--- src/rtl/calc_cmd_parser.sv ---
// calc_cmd_parser: turns an ASCII line "<op1><operator><op2><terminator>" from
// uart_rx into two binary operands plus the operator character for the
// calculator ALU. Multi-digit operands, space skipping and error reporting.
module calc_cmd_parser #(
    parameter int OP_W          = 16,
    parameter int MAX_DIGITS    = 3,
    parameter int ALLOW_EQ_TERM = 1
) (
    input  logic            clk,
    input  logic            rst_n,
    input  logic [7:0]      rx_data,
    input  logic            rx_valid,
    output logic [OP_W-1:0] operand1,
    output logic [OP_W-1:0] operand2,
    output logic [7:0]      operator,
    output logic            cmd_valid,
    output logic            cmd_err,
    output logic [1:0]      err_code,
    output logic [2:0]      state_debug
);

    localparam int                CNT_W   = $clog2(MAX_DIGITS + 1);
    localparam logic [CNT_W-1:0]  CNT_MAX = CNT_W'(MAX_DIGITS);

    localparam logic [1:0] ERR_ILLEGAL  = 2'b01;
    localparam logic [1:0] ERR_OVERFLOW = 2'b10;
    localparam logic [1:0] ERR_SYNTAX   = 2'b11;

    typedef enum logic [2:0] {
        IDLE      = 3'd0,
        OP1       = 3'd1,
        OP2_START = 3'd2,
        OP2       = 3'd3,
        FLUSH     = 3'd4
    } state_t;

    state_t            state_q, state_d;
    logic [OP_W-1:0]   acc1_q, acc1_d, acc2_q, acc2_d;
    logic [CNT_W-1:0]  cnt1_q, cnt1_d, cnt2_q, cnt2_d;
    logic [7:0]        opChar_q, opChar_d;
    logic [OP_W-1:0]   operand1_q, operand1_d, operand2_q, operand2_d;
    logic [7:0]        operator_q, operator_d;
    logic              cmdValid_q, cmdValid_d, cmdErr_q, cmdErr_d;
    logic [1:0]        errCode_q, errCode_d;

    logic              isDigit, isSpace, isOp, isTerm, isEsc;
    logic [OP_W-1:0]   digitVal;
    logic              raiseErr;
    logic [1:0]        errCause;

    // Classify the incoming byte; the low nibble of an ASCII digit is its value.
    always_comb begin
        isDigit  = (rx_data >= 8'h30) && (rx_data <= 8'h39);
        isSpace  = (rx_data == 8'h20);
        isOp     = (rx_data == 8'h2B) || (rx_data == 8'h2D) || (rx_data == 8'h2A) ||
                   (rx_data == 8'h2F) || (rx_data == 8'h25);
        isTerm   = (rx_data == 8'h0D) || (rx_data == 8'h0A) ||
                   ((ALLOW_EQ_TERM != 0) && (rx_data == 8'h3D));
        isEsc    = (rx_data == 8'h1B);
        digitVal = {{(OP_W-4){1'b0}}, rx_data[3:0]};
    end

    // Parser next-state: one decision per valid byte, errors folded in at the end.
    always_comb begin
        state_d    = state_q;
        acc1_d     = acc1_q;
        acc2_d     = acc2_q;
        cnt1_d     = cnt1_q;
        cnt2_d     = cnt2_q;
        opChar_d   = opChar_q;
        operand1_d = operand1_q;
        operand2_d = operand2_q;
        operator_d = operator_q;
        cmdValid_d = 1'b0;
        cmdErr_d   = 1'b0;
        errCode_d  = errCode_q;
        raiseErr   = 1'b0;
        errCause   = 2'b00;

        if (rx_valid) begin
            if (isEsc) begin
                state_d = IDLE;
                acc1_d  = '0;
                acc2_d  = '0;
                cnt1_d  = '0;
                cnt2_d  = '0;
            end else begin
                case (state_q)
                    IDLE: begin
                        if (isDigit) begin
                            acc1_d  = digitVal;
                            cnt1_d  = CNT_W'(1);
                            state_d = OP1;
                        end else if (isOp) begin
                            raiseErr = 1'b1;
                            errCause = ERR_SYNTAX;
                        end else if (!isTerm && !isSpace) begin
                            raiseErr = 1'b1;
                            errCause = ERR_ILLEGAL;
                        end
                    end
                    OP1: begin
                        if (isDigit) begin
                            if (cnt1_q == CNT_MAX) begin
                                raiseErr = 1'b1;
                                errCause = ERR_OVERFLOW;
                            end else begin
                                acc1_d = (acc1_q << 3) + (acc1_q << 1) + digitVal;
                                cnt1_d = cnt1_q + CNT_W'(1);
                            end
                        end else if (isOp) begin
                            opChar_d = rx_data;
                            state_d  = OP2_START;
                        end else if (isTerm) begin
                            raiseErr = 1'b1;
                            errCause = ERR_SYNTAX;
                        end else if (!isSpace) begin
                            raiseErr = 1'b1;
                            errCause = ERR_ILLEGAL;
                        end
                    end
                    OP2_START: begin
                        if (isDigit) begin
                            acc2_d  = digitVal;
                            cnt2_d  = CNT_W'(1);
                            state_d = OP2;
                        end else if (isOp || isTerm) begin
                            raiseErr = 1'b1;
                            errCause = ERR_SYNTAX;
                        end else if (!isSpace) begin
                            raiseErr = 1'b1;
                            errCause = ERR_ILLEGAL;
                        end
                    end
                    OP2: begin
                        if (isDigit) begin
                            if (cnt2_q == CNT_MAX) begin
                                raiseErr = 1'b1;
                                errCause = ERR_OVERFLOW;
                            end else begin
                                acc2_d = (acc2_q << 3) + (acc2_q << 1) + digitVal;
                                cnt2_d = cnt2_q + CNT_W'(1);
                            end
                        end else if (isTerm) begin
                            operand1_d = acc1_q;
                            operand2_d = acc2_q;
                            operator_d = opChar_q;
                            cmdValid_d = 1'b1;
                            acc1_d     = '0;
                            acc2_d     = '0;
                            cnt1_d     = '0;
                            cnt2_d     = '0;
                            state_d    = IDLE;
                        end else if (isOp) begin
                            raiseErr = 1'b1;
                            errCause = ERR_SYNTAX;
                        end else if (!isSpace) begin
                            raiseErr = 1'b1;
                            errCause = ERR_ILLEGAL;
                        end
                    end
                    FLUSH: begin
                        if (isTerm) begin
                            state_d = IDLE;
                        end
                    end
                    default: state_d = IDLE;
                endcase

                if (raiseErr) begin
                    cmdErr_d  = 1'b1;
                    errCode_d = errCause;
                    acc1_d    = '0;
                    acc2_d    = '0;
                    cnt1_d    = '0;
                    cnt2_d    = '0;
                    state_d   = isTerm ? IDLE : FLUSH;
                end
            end
        end
    end

    // State, accumulators and all registered outputs; async reset clears everything.
    always_ff @(posedge clk or negedge rst_n) begin
        if (!rst_n) begin
            state_q    <= IDLE;
            acc1_q     <= '0;
            acc2_q     <= '0;
            cnt1_q     <= '0;
            cnt2_q     <= '0;
            opChar_q   <= '0;
            operand1_q <= '0;
            operand2_q <= '0;
            operator_q <= '0;
            cmdValid_q <= 1'b0;
            cmdErr_q   <= 1'b0;
            errCode_q  <= '0;
        end else begin
            state_q    <= state_d;
            acc1_q     <= acc1_d;
            acc2_q     <= acc2_d;
            cnt1_q     <= cnt1_d;
            cnt2_q     <= cnt2_d;
            opChar_q   <= opChar_d;
            operand1_q <= operand1_d;
            operand2_q <= operand2_d;
            operator_q <= operator_d;
            cmdValid_q <= cmdValid_d;
            cmdErr_q   <= cmdErr_d;
            errCode_q  <= errCode_d;
        end
    end

    assign operand1    = operand1_q;
    assign operand2    = operand2_q;
    assign operator    = operator_q;
    assign cmd_valid   = cmdValid_q;
    assign cmd_err     = cmdErr_q;
    assign err_code    = errCode_q;
    assign state_debug = state_q;

endmodule

--- config.mk ---
export PLATFORM = sky130hd
export DESIGN_NAME = calc_cmd_parser
export DESIGN_NICKNAME = d
export VERILOG_FILES = /design/src/rtl/calc_cmd_parser.sv
export SDC_FILE = /design/constraint.sdc
export NUM_CORES = 1
export LEC_CHECK = 0
export ABC_AREA = 0
export CORE_ASPECT_RATIO = 0.6
export CORE_MARGIN = 2
export CORE_UTILIZATION = 47
export DETAILED_ROUTE_END_ITERATION = 7
export PLACE_DENSITY = 0.68
export SLEW_MARGIN = 20
export SYNTH_ARGS = -nofsm -noshare
export SYNTH_HDL_FRONTEND = slang
export SYNTH_SLANG_ARGS = --single-unit
--- constraint.sdc ---
create_clock -name clk -period 7 [get_ports clk]
set_clock_uncertainty 0.2 [all_clocks]
set_input_delay 1.75 -clock clk [delete_from_list [all_inputs] [get_ports clk]]
set_output_delay 1.75 -clock clk [all_outputs]
set_load 0.05 [all_outputs]
**Word-level counts from Yosys, hierarchy flattened**

Cells that the tools add are included.

- Bitwise gates (word level): 2
- Multiplexer cells: 76
- Equality and inequality tests: 26
- $lt $le $gt $ge: 2
- Reduce and logical (&&, ||, !) cells: 20
- $add $sub $neg: 6

Operator list:

| cell | count |
|---|---|
| $mux W16 | 11 |
| $eq A8 B6 Y1 const B | 7 |
| $pmux W16 S3 | 1 |
| $mux W2 | 23 |
| $add A16 B16 Y16 | 2 |
| $add A16 B4 Y16 | 2 |
| $ne A4 B4 Y1 const B | 8 |
| $pmux W16 S2 | 1 |
| $mux W3 | 9 |
| $mux W1 | 26 |
| $eq A8 B4 Y1 const B | 2 |
| $pmux W3 S5 | 1 |
| $reduce_and A5 Y1 | 3 |
| $ne A5 B5 Y1 const B | 2 |
| $eq A8 B5 Y1 const B | 1 |
| $ge A8 B6 Y1 const B | 1 |
| $le A8 B6 Y1 const B | 1 |
| $pmux W2 S4 | 1 |
| $logic_or A1 B1 Y1 | 7 |
| $reduce_and A7 Y1 | 1 |
| $eq A3 B2 Y1 const B | 2 |
| $pmux W2 S3 | 1 |
| $reduce_and A6 Y1 | 1 |
| $reduce_bool A5 Y1 | 1 |
| other kinds (12) | 17 |

- Input bits: 11
- Bits in registers: 91
- Logic and storage cells: 144
- Output and inout bits: 47

**Depth between registers and ports, before layout**

Gate-level depths: netlist (run 1).

- Depth in word-level cells: 14
- Depth in mapped cells: 11
- Depth with buffers taken out: 11

**Worst setup path after synthesis (run 1)**

OpenSTA, ideal clock, no wires.

- Kind: input to register
- Start: input rx_data[3]
- End: register acc1_q[15]
- Path slack: 2.556 ns
- Cell stages on the path: 9
- Arrival time: 4.123 ns
- Library setup time: 0.120 ns
- Required time: 6.680 ns
- Cell sequence: fa_1 > ha_1 > a21oi_1 > o22ai_1 > or2_2 > a311oi_1 > o21ai_0 > or3b_1 > and4_1

- Cells in the longest elaborated chain, start to end: 13
- Elaborated cells between the ends (all ways): 51
- Classes of those cells: 1 x add/sub; 2 x order compare; 15 x eq/ne; 20 x mux; 13 x reduce/logical

Ends and longest elaborated chain:

| element | line | text |
|---|---|---|
| start, declared | 11 | `input logic [7:0] rx_data,` |
| $eq A8 B6 Y1 or $eq A8 B4 Y1 (tied branches) | 55, 57 |  |
| $logic_or A1 B1 Y1, on equally long branches (2 in series) | 55, 57 |  |
| $logic_or A1 B1 Y1 or $logic_not A1 Y1 (tied branches) | 55, 97 |  |
| $logic_or A1 B1 Y1 or $logic_and A1 B1 Y1 (tied branches) | 56, 97 |  |
| $mux W1 (tied with other cells) | 154 | `end else if (isOp) begin` |
| $mux W1, on equally long branches | 144, 127, 94 |  |
| $mux W1, on equally long branches | 136, 123, 90 |  |
| $pmux W1 S4 | 88 | `case (state_q)` |
| $mux W1 | 81 | `if (isEsc) begin` |
| $mux W1 | 80 | `if (rx_valid) begin` |
| $ne A4 B4 Y1 (no source line) (tied with other cells) | n/a |  |
| $reduce_and A7 Y1 (no source line) or $mux W16 (tied branches) | n/a |  |
| end signal, assigned | 187 | `acc1_q <= '0;` |
| end signal, assigned | 200 | `acc1_q <= acc1_d;` |
| end, declared | 38 | `logic [OP_W-1:0] acc1_q, acc1_d, acc2_q, acc2_d;` |

Parallel ways exist; a longest one is shown, timed or not. The select of a mux whose other input is x is not followed.
A chain may end at the register's enable or synchronous reset.

**Worst setup path after layout (run 1)**

Same ends and word-level chain as after synthesis.

==> summary.txt, run 1 <==
Outcome
  – Status: finished, final reports clean

Clock network
  – CTS sink cnt: 91
  – Skew-Pair Late Insertion Delay: 350 ps
  – CTS buffer count: 9
  – CTS Hold Buffers Added: 0
  – Clock transition at path regs: 70 ps
  – Clock Path Buffers: 2
  – Post-CTS Setup Bufs: 0
  – H-tree Lvls: 3
  – Post-CTS sizing: 0
  – Clock Root Buffer: clkbuf_16
  – CTS tree: done

GRT
  – Initial antenna violation count: 0
  – GR Util All Layers: 0.2189
  – Vias in the first global route: 3838
  – Pin count of the biggest net entering global routing: between 60 and 70
  – First-pass GRT wire length: 20840 µm
  – Congestion Overflow GR: 0

Die
  – FP Rows: 30
  – Die X-Extent: ~140 µm
  – Area of the die: around 12000 µm²
  – Number of placed I/O pins: 58
  – Core ar.: 11300 µm²
  – Initial Util: 0.4817
  – Die height: 87.36 µm

Routing
  – 1st-pass router iterations: 5
  – Post-detailed-route count of antenna-violating nets: 0
  – Wire length per cell: 17.42 µm
  – Via count of the routed design: 4065
  – DRT iter0 DRCs: ~380
  – Via-to-Cell Ratio: 5.646
  – Detailed-route DRC error count: 0
  – Drt total wl: 12550 µm

Timing
  – Setup TNS: 0 ps
  – F_max: 192.1 MHz
  – Fin. Hold Viols: 0
  – Final period util: 0.7435
  – Final setup fails: 0
  – Slew @ Worst Pin: 774.2 ps
  – Worst Slack Setup Final: between 1500 and 2000 ps
  – Tmin final: 5205 ps
  – Relative slew slack: 0.4838
  – RSZ-0062 raised after global routing: false
  – Pins Over Slew Limit: 0

Final layout
  – Final Util: 0.5711
  – Number of filler cells placed in the layout: 958
  – ANT cells: 0
  – Layout Area Growth over Synthesis: 18.55%
  – Nets: around 620
  – Share of cells above drive strength 1: 0.1411
  – Fin cells: 720

Synthesis
  – Mapped Cells: 505
  – Number of synthesized flops with an enable pin: 0
  – Synth top area share: 0.4184
  – Most frequent cell after synthesis: dfrtp_1
  – Leading area contributor after synthesis: dfrtp_1
  – Warning count from the yosys run: 0
  – Synth top cells by count: dfrtp_1 (91), ha_1 (54), mux2_2 (44)
  – Synth Cell Area: 5443 µm²
  – Top FF cell, synth: dfrtp_1
  – Syn_nets: roughly 570
  – Top area cells in the synthesized netlist: dfrtp_1 (42%), ha_1 (12%), mux2_2 (9.1%)
  – Sequential share of the synthesized area: 0.4184
  – Avg Cell Area, Syn: 10.78 µm²
  – Synth cell types: 63
  – Async SR Flop Fraction: 1.000
  – FF+latch count, synth: 91

Run
  – Max-Cap Viols: 0

Placement
  – Pre-CTS WS: about 1500 ps
  – Buffers added on ports: 57
  – Dpl hpwl: 9448 µm
  – Dpl cells: 704
  – Placer Congestion: 0.9353

Critical path
  – Crit start category: input port
  – Slowest-stage cell, CP: clkdlybuf4s50_1
  – Worst path arrival time: 5240 ps
  – Delay-heaviest family, CP: compound AO/OA/AOI/OAI gates
  – Worst path bufs/invs: 1
  – Critical path endpoint category: flip-flop
  – Worst path required time: just over 7000 ps
  – Max FO, Critical Path: 11
  – Max incr delay on CP: between 700 and 800 ps
  – Cell chain of the critical path: clkdlybuf4s50_1 > fa_1 > ha_1 > a21oi_1 > o22ai_1 > or2_2 > a311oi_1 > o21ai_0 > or3b_1 > and4_1
  – Kind of critical path: in2reg

Pwr
  – Static Leak: 3.111 nW
  – Pwr dens: 189.3 nW/µm²
  – Peak supply drop: 0.1497 mV
  – Pwr Total: 0.001222 W

Worst hold path
  – Min-delay worst type: reg2reg
final cells by class:
| class | count | area [µm²] | area share |
|---|---|---|---|
| Multi-Input combinational cell | 380 | 3017 | 0.4675 |
| Sequential cell | 91 | 2277 | 0.3529 |
| Timing Repair Buffer | 59 | 583.1 | 0.09036 |
| Clock buffer | 10 | 229.0 | 0.03549 |
| Tap cell | 160 | 200.2 | 0.03103 |
| Clock inverter | 6 | 93.84 | 0.01454 |
| Inverter | 14 | 52.55 | 0.008144 |
sequential cells by signal (all words and copies together), names as in the netlist:
signal,cells
err_code,2
cmd_valid,1
operand2,16
acc2_q,16
state_debug,3
operand1,16
cnt1_q,2
acc1_q,16
opChar_q,8
cnt2_q,2
cmd_err,1
operator,8
metrics by stage:
stage	area, µm²	hold WS, ps
after floorplan	5443	228.5
after global placement	6130	249.8
after detailed placement	6130	261.5
after CTS	6452	281.0
after global routing	6452	315.9
final	6452	281.5
worst paths after layout:
path,start,end,slack (ps),cells past startpoint
max in group asynchronous,rst_n,acc1_q[11],4390,2
setup reg to reg,acc1_q[0],acc1_q[15],3520,9
setup / recovery,rx_data[3],acc1_q[15],1800,10
hold reg to reg,opChar_q[3],opChar_q[3],280,2
min in group asynchronous,rst_n,operand2[4],1110,1
hold / removal,opChar_q[3],opChar_q[3],280,2
cell families (layout without fill, tap and decap cells):
group / Yosys count / after routing / share of synthesized area
buf+inv: 34 / 89 / 0.02851
compound gates: 126 / 126 / 0.1600
fa+ha+maj: 58 / 58 / 0.1389
xor+xnor: 23 / 23 / 0.03701
simple gates: 126 / 126 / 0.1207
flops: 91 / 91 / 0.4184
mux: 47 / 47 / 0.09655
worst register-to-register path, delay by kind of cell (launching register included):
kind / cells / cell delay (ps)
AO/OA/AOI/OAI: 4 / 990
adder cells (fa/ha/maj): 2 / 810
flip-flops: 1 / 440
AND/OR/NAND/NOR: 3 / 920
routing by layer:
layer	vias to the layer above	track usage	wire [µm]
li1	1967	-	-
met1	1947	0.3568	6896
met2	129	0.2823	4746
met3	22	0.04783	687
met4	0	0.06121	214
met5	-	0	0
layout by cell type (no fill, tap or decap), types with 3 or more instances in the layout:
cell             instances
dfrtp_1                 91
clkdlybuf4s50_1         56
ha_1                    54
mux2_2                  44
nand2_1                 41
o21ai_0                 26
a21oi_1                 21
nor2_1                  20
xnor2_1                 15
inv_1                   14
a22o_1                  12
nor2b_1                 10
o21ai_1                 10
clkbuf_16                9
nand3_1                  8
xor2_1                   8
o21a_1                   8
nand2b_1                 7
o2bb2ai_1                7
a21o_1                   6
a211oi_1                 5
nor3_1                   5
a31oi_1                  5
nand4_1                  4
or3_1                    4
and2_1                   4
fa_1                     4
o22ai_1                  3
nor4_1                   3
or2_2                    3
and3_1                   3
mux2i_1                  3
inv_6                    3
buf_4                    3
where the power goes:
group | switching, W | internal, W
combinational | 0.0000887 | 0.0000512
clock | 0.000216 | 0.000317
sequential | 0.0000141 | 0.000535
(Power assumes the default switching activity.)
==> run 2, diff against run 1 <==
clock period = 4.9 ns   (was 7 ns; I/O delays follow)
==> summary.txt, run 2 (same netlist as run 1, synthesis figures left out) <==
Routing
  – Detailed-route DRC error count: 0
  – Post-detailed-route count of antenna-violating nets: 0
  – Wire length per cell: 17.91 µm
  – Drt total wl: 13080 µm
  – Via count of the routed design: 4154
  – Via-to-Cell Ratio: 5.690
  – 1st-pass router iterations: 5
  – DRT iter0 DRCs: 382

Outcome
  – Status: finished, final reports clean

Timing
  – Worst Slack Setup Final: 641.9 ps
  – Fin. Hold Viols: 0
  – F_max: between 200 and 250 MHz
  – Final setup fails: 0
  – Final period util: 0.8690
  – RSZ-0062 raised after global routing: false
  – Setup TNS: 0 ps
  – Relative slew slack: 0.4195
  – Slew @ Worst Pin: 870.7 ps
  – Tmin final: 4258 ps
  – Pins Over Slew Limit: 0

Final layout
  – Nets: 634
  – Final Util: 0.5780
  – Number of filler cells placed in the layout: 939
  – Layout Area Growth over Synthesis: 19.98%
  – Share of cells above drive strength 1: 0.1561
  – ANT cells: 0
  – Most frequent cells in the layout: dfrtp_1 (91), clkdlybuf4s50_1 (56), ha_1 (54), mux2_2 (44), nand2_1 (41)
  – Commonest non-fill, non-tap cell in the layout: dfrtp_1

Die
  – FP Rows: 30
  – Initial Util: 0.4817
  – Area of the die: 12490 µm²
  – Die X-Extent: 142.9 µm
  – Number of placed I/O pins: 58
  – Core ar.: 11300 µm²
  – Die height: 87.36 µm

GRT
  – Congestion Overflow GR: 0
  – Vias in the first global route: 3864
  – GR Util All Layers: 0.2196
  – Initial antenna violation count: 0
  – First-pass GRT wire length: roughly 21000 µm
  – Pin count of the biggest net entering global routing: 66

Placement
  – Placer Congestion: roughly 0.91
  – Buffers added on ports: 57
  – Dpl hpwl: about 9800 µm
  – Pre-CTS WS: 307.7 ps

Clock network
  – CTS Hold Buffers Added: 0
  – CTS sink cnt: 91
  – Post-CTS sizing: 0
  – Clock Path Buffers: 2
  – H-tree Lvls: 3
  – Clock transition at path regs: around 70 ps
  – Skew-Pair Late Insertion Delay: 330 ps
  – Post-CTS Setup Bufs: 0
  – CTS tree: done
  – CTS buffer count: 9
  – Clock Root Buffer: clkbuf_16

Run
  – Max-Cap Viols: 0

Critical path
  – Max FO, Critical Path: 3
  – Worst path required time: 4920 ps
  – R2r setup slk: approximately 1600 ps
  – Crit start category: input port
  – Critical path endpoint category: flip-flop
  – Reg2reg start: acc1_q[0]
  – Reg2reg end: acc1_q[15]
  – Worst path arrival time: 4280 ps
  – Kind of critical path: in2reg
  – R2R depth: 9

Worst hold path
  – WHS Path Cells: 1
  – Min-delay worst type: reg2reg
  – WHS Endpoint: opChar_q[6]
  – Hold Startpoint: opChar_q[6]

Pwr
  – Peak supply drop: ~0.25 mV
  – Pwr dens: 267.3 nW/µm²
  – Static Leak: 3.160 nW
[run 2: through the flow]
step | area, µm² | cells | power [W] | hold slack, ps
5_1_grt | 6530 | 730 | 0.001816 | 293.9
3_5_place_dp | 6205 | 714 | 0.001007 | 266.2
4_1_cts | 6530 | 730 | 0.001761 | 287.3
2_1_floorplan | 5443 | 505 | 0.0009283 | 228.5
3_3_place_gp | 6205 | 714 | 0.001003 | 246.8
6_report | 6530 | 730 | 0.001746 | 285.0
[run 2: layout make-up]
type,count,area (µm²),share of cell area
Timing Repair Buffer,69,658.1,0.1008
Sequential cell,91,2277,0.3487
Clock buffer,10,229.0,0.03506
Multi-Input combinational cell,380,3017,0.4620
Clock inverter,6,96.34,0.01475
Inverter,14,52.55,0.008048
Tap cell,160,200.2,0.03066
[run 2: worst max-delay path by stage]
| stage | startpoint | to | slack, ps |
|---|---|---|---|
| CTS | rx_data[3] | acc1_q[15] | 670 |
| floorplan | rx_data[3] | acc1_q[15] | 980 |
| finish | rx_data[3] | acc1_q[15] | 640 |
| global route | rx_data[3] | acc1_q[15] | 470 |
| global placement | rx_data[3] | acc1_q[15] | 380 |
| detailed placement | rx_data[3] | acc1_q[15] | 310 |
[run 2: metal layers]
metal,wire length [µm],global-route usage
met5,0,0
met4,96,0.04320
met3,728,0.03958
met2,5098,0.2866
met1,7151,0.3674
[run 2: critical path: stages]
cell and delay, ps:
clkdlybuf4s50_1 450, fa_1 520, ha_1 310, a21oi_1 190, o22ai_1 150, or2_2 320, a311oi_1 380, o21ai_0 180
or3b_1 390, and4_1 180
[run 2: power by group]
group          total (W)  switching (W)  internal (W)
Clock           0.000750       0.000297      0.000453
Combinational   0.000209       0.000131     0.0000783
Sequential      0.000786      0.0000214      0.000765
==> run 3, diff against run 2 <==
GPL_TIMING_DRIVEN = 0   (was unset)
==> summary.txt, run 3 (same netlist as run 1, synthesis figures left out) <==
Timing
  – Hold slack: 285.1 ps
  – Relative slew slack: 0.5515
  – Pins Over Slew Limit: 0
  – RSZ-0062 raised after global routing: false
  – F_max: between 200 and 250 MHz
  – Final period util: 0.9170
  – Worst Slack Setup Final: 406.9 ps
  – Final setup fails: 0
  – Tmin final: between 4000 and 5000 ps
  – Fin. Hold Viols: 0
  – Slew @ Worst Pin: 666.5 ps

Critical path
  – Kind of critical path: in2reg
  – Delay-heaviest family, CP: compound AO/OA/AOI/OAI gates
  – Worst path required time: just under 5000 ps
  – Max incr delay on CP: about 550 ps
  – Critical path endpoint category: flip-flop
  – Crit start category: input port
  – Cell chain of the critical path: clkdlybuf4s50_1 > fa_1 > ha_1 > a21oi_1 > o22ai_1 > or2_2 > a311oi_1 > o21ai_0 > or3b_1 > and4_1
  – Slowest-stage cell, CP: clkdlybuf4s50_1
  – Worst path arrival time: 4520 ps
  – Max FO, Critical Path: 3
  – Worst path bufs/invs: 1

Pwr
  – Sw Share: 0.2692
  – Peak supply drop: 0.2274 mV
  – Static Leak: around 3.2 nW
  – Switching pwr: 0.0004584 W
  – Internal Power: 0.001244 W
  – Pwr dens: roughly 260 nW/µm²
  – Sequential share of power: 0.457
  – Comb pwr share: 0.129
  – Clock power share: 0.413

Clock network
  – CTS buffer count: 9
  – Post-CTS sizing: 0
  – CTS sink cnt: 91
  – Clock Path Buffers: 2
  – Clock Root Buffer: clkbuf_16
  – H-tree Lvls: 3
  – Skew-Pair Late Insertion Delay: 340 ps
  – CTS Hold Buffers Added: 0
  – CTS tree: done
  – Post-CTS Setup Bufs: 0
  – Clock transition at path regs: 70 ps

Routing
  – 1st-pass router iterations: 5
  – Detailed-route DRC error count: 0
  – Via-to-Cell Ratio: 5.688
  – DRT iter0 DRCs: 346
  – Via count of the routed design: 4186
  – Wire length per cell: ~18 µm
  – Drt total wl: 13510 µm
  – Post-detailed-route count of antenna-violating nets: 0

Final layout
  – Fin cells: roughly 740
  – Share of cells above drive strength 1: 0.1563
  – Most frequent cells in the layout: dfrtp_1 (91), ha_1 (54), clkdlybuf4s50_1 (54), mux2_2 (44), nand2_1 (41)
  – ANT cells: 0
  – Fin area: 6521 µm²
  – Layout Area Growth over Synthesis: 19.82%
  – Commonest non-fill, non-tap cell in the layout: dfrtp_1
  – Nets: 641

Die
  – FP Rows: 30
  – Initial Util: 0.4817
  – Area of the die: 12490 µm²
  – Number of placed I/O pins: 58
  – Die X-Extent: 142.9 µm
  – Die height: 87.36 µm
  – Core ar.: about 11000 µm²

GRT
  – GR Util All Layers: 0.2303
  – Vias in the first global route: 3955
  – Congestion Overflow GR: 0
  – First-pass GRT wire length: 21910 µm
  – Pin count of the biggest net entering global routing: between 60 and 70
  – Initial antenna violation count: 0

Run
  – Max-Cap Viols: 0

Outcome
  – Status: finished, final reports clean

Placement
  – Placer Congestion: 0.9835
  – Dpl hpwl: 10460 µm
  – Buffers added on ports: between 50 and 60
  – Dpl cells: 721
  – Pre-CTS WS: a little over 90 ps
  – Post-place instance area: 6222 µm²

Worst hold path
  – Min-delay worst type: reg2reg
[run 3: changes by cell type in the layout (fill, tap and decap cells not counted), moves of 2 or more]
cell             before  now
buf_2                 0   10
buf_6                 0    2
clkdlybuf4s50_1      56   54
buf_4                13    2
clkbuf_1              1    7
[run 3: through the flow]
step | TNS, ps | total power, W | utilization
after floorplan | 0 | 0.0009283 | -
after global placement | -88070 | 0.001006 | 0.5482
after detailed placement | 0 | 0.001011 | 0.5507
after CTS | 0 | 0.001716 | 0.5772
after global routing | 0 | 0.001774 | 0.5772
final | 0 | 0.001703 | 0.5772
[run 3: final timing paths]
kind | from | endpoint | slack (ps) | depth (start not counted)
max | rx_data[3] | acc1_q[15] | 410 | 10
min | acc2_q[15] | acc2_q[15] | 290 | 2
max reg2reg | acc1_q[0] | acc1_q[15] | 1460 | 9
min reg2reg | acc2_q[15] | acc2_q[15] | 290 | 2
max in group asynchronous | rst_n | operand1[10] | 3360 | 2
min in group asynchronous | rst_n | operand2[2] | 540 | 1
[run 3: tightest hold or removal path: cells and delay by family, from the launching register on]
kind	cells	cell delay (ps)
compound gates	1	60
flops	1	350
simple gates	1	40
[run 3: layout make-up]
type / instances / area (µm²)
fill: 956 / 4777
multi-input combinational: 380 / 3010
sequential: 91 / 2277
timing repair buffer: 56 / 579.3
clock buffer: 9 / 225.2
tap: 160 / 200.2
buffer: 20 / 102.6
clock inverter: 6 / 73.82
inverter: 14 / 52.55
[run 3: power by group through the flow]
stage               Sequential (W)  Combinational [W]  Clock, W
finish                    0.000779           0.000220  0.000704
global route              0.000781           0.000240  0.000753
CTS                       0.000778           0.000219  0.000718
detailed placement        0.000793           0.000218         0
global placement          0.000793           0.000213         0
floorplan                 0.000816           0.000112         0
[run 3: per-layer routing]
metal | up-vias | share of wire | global-route usage
met1 | 2037 | 0.54 | 0.3744
met3 | 7 | 0.065 | 0.05827
met4 | 0 | 0.0064 | 0.04230
met5 | - | 0 | 0
met2 | 146 | 0.39 | 0.3019
li1 | 1996 | - | -
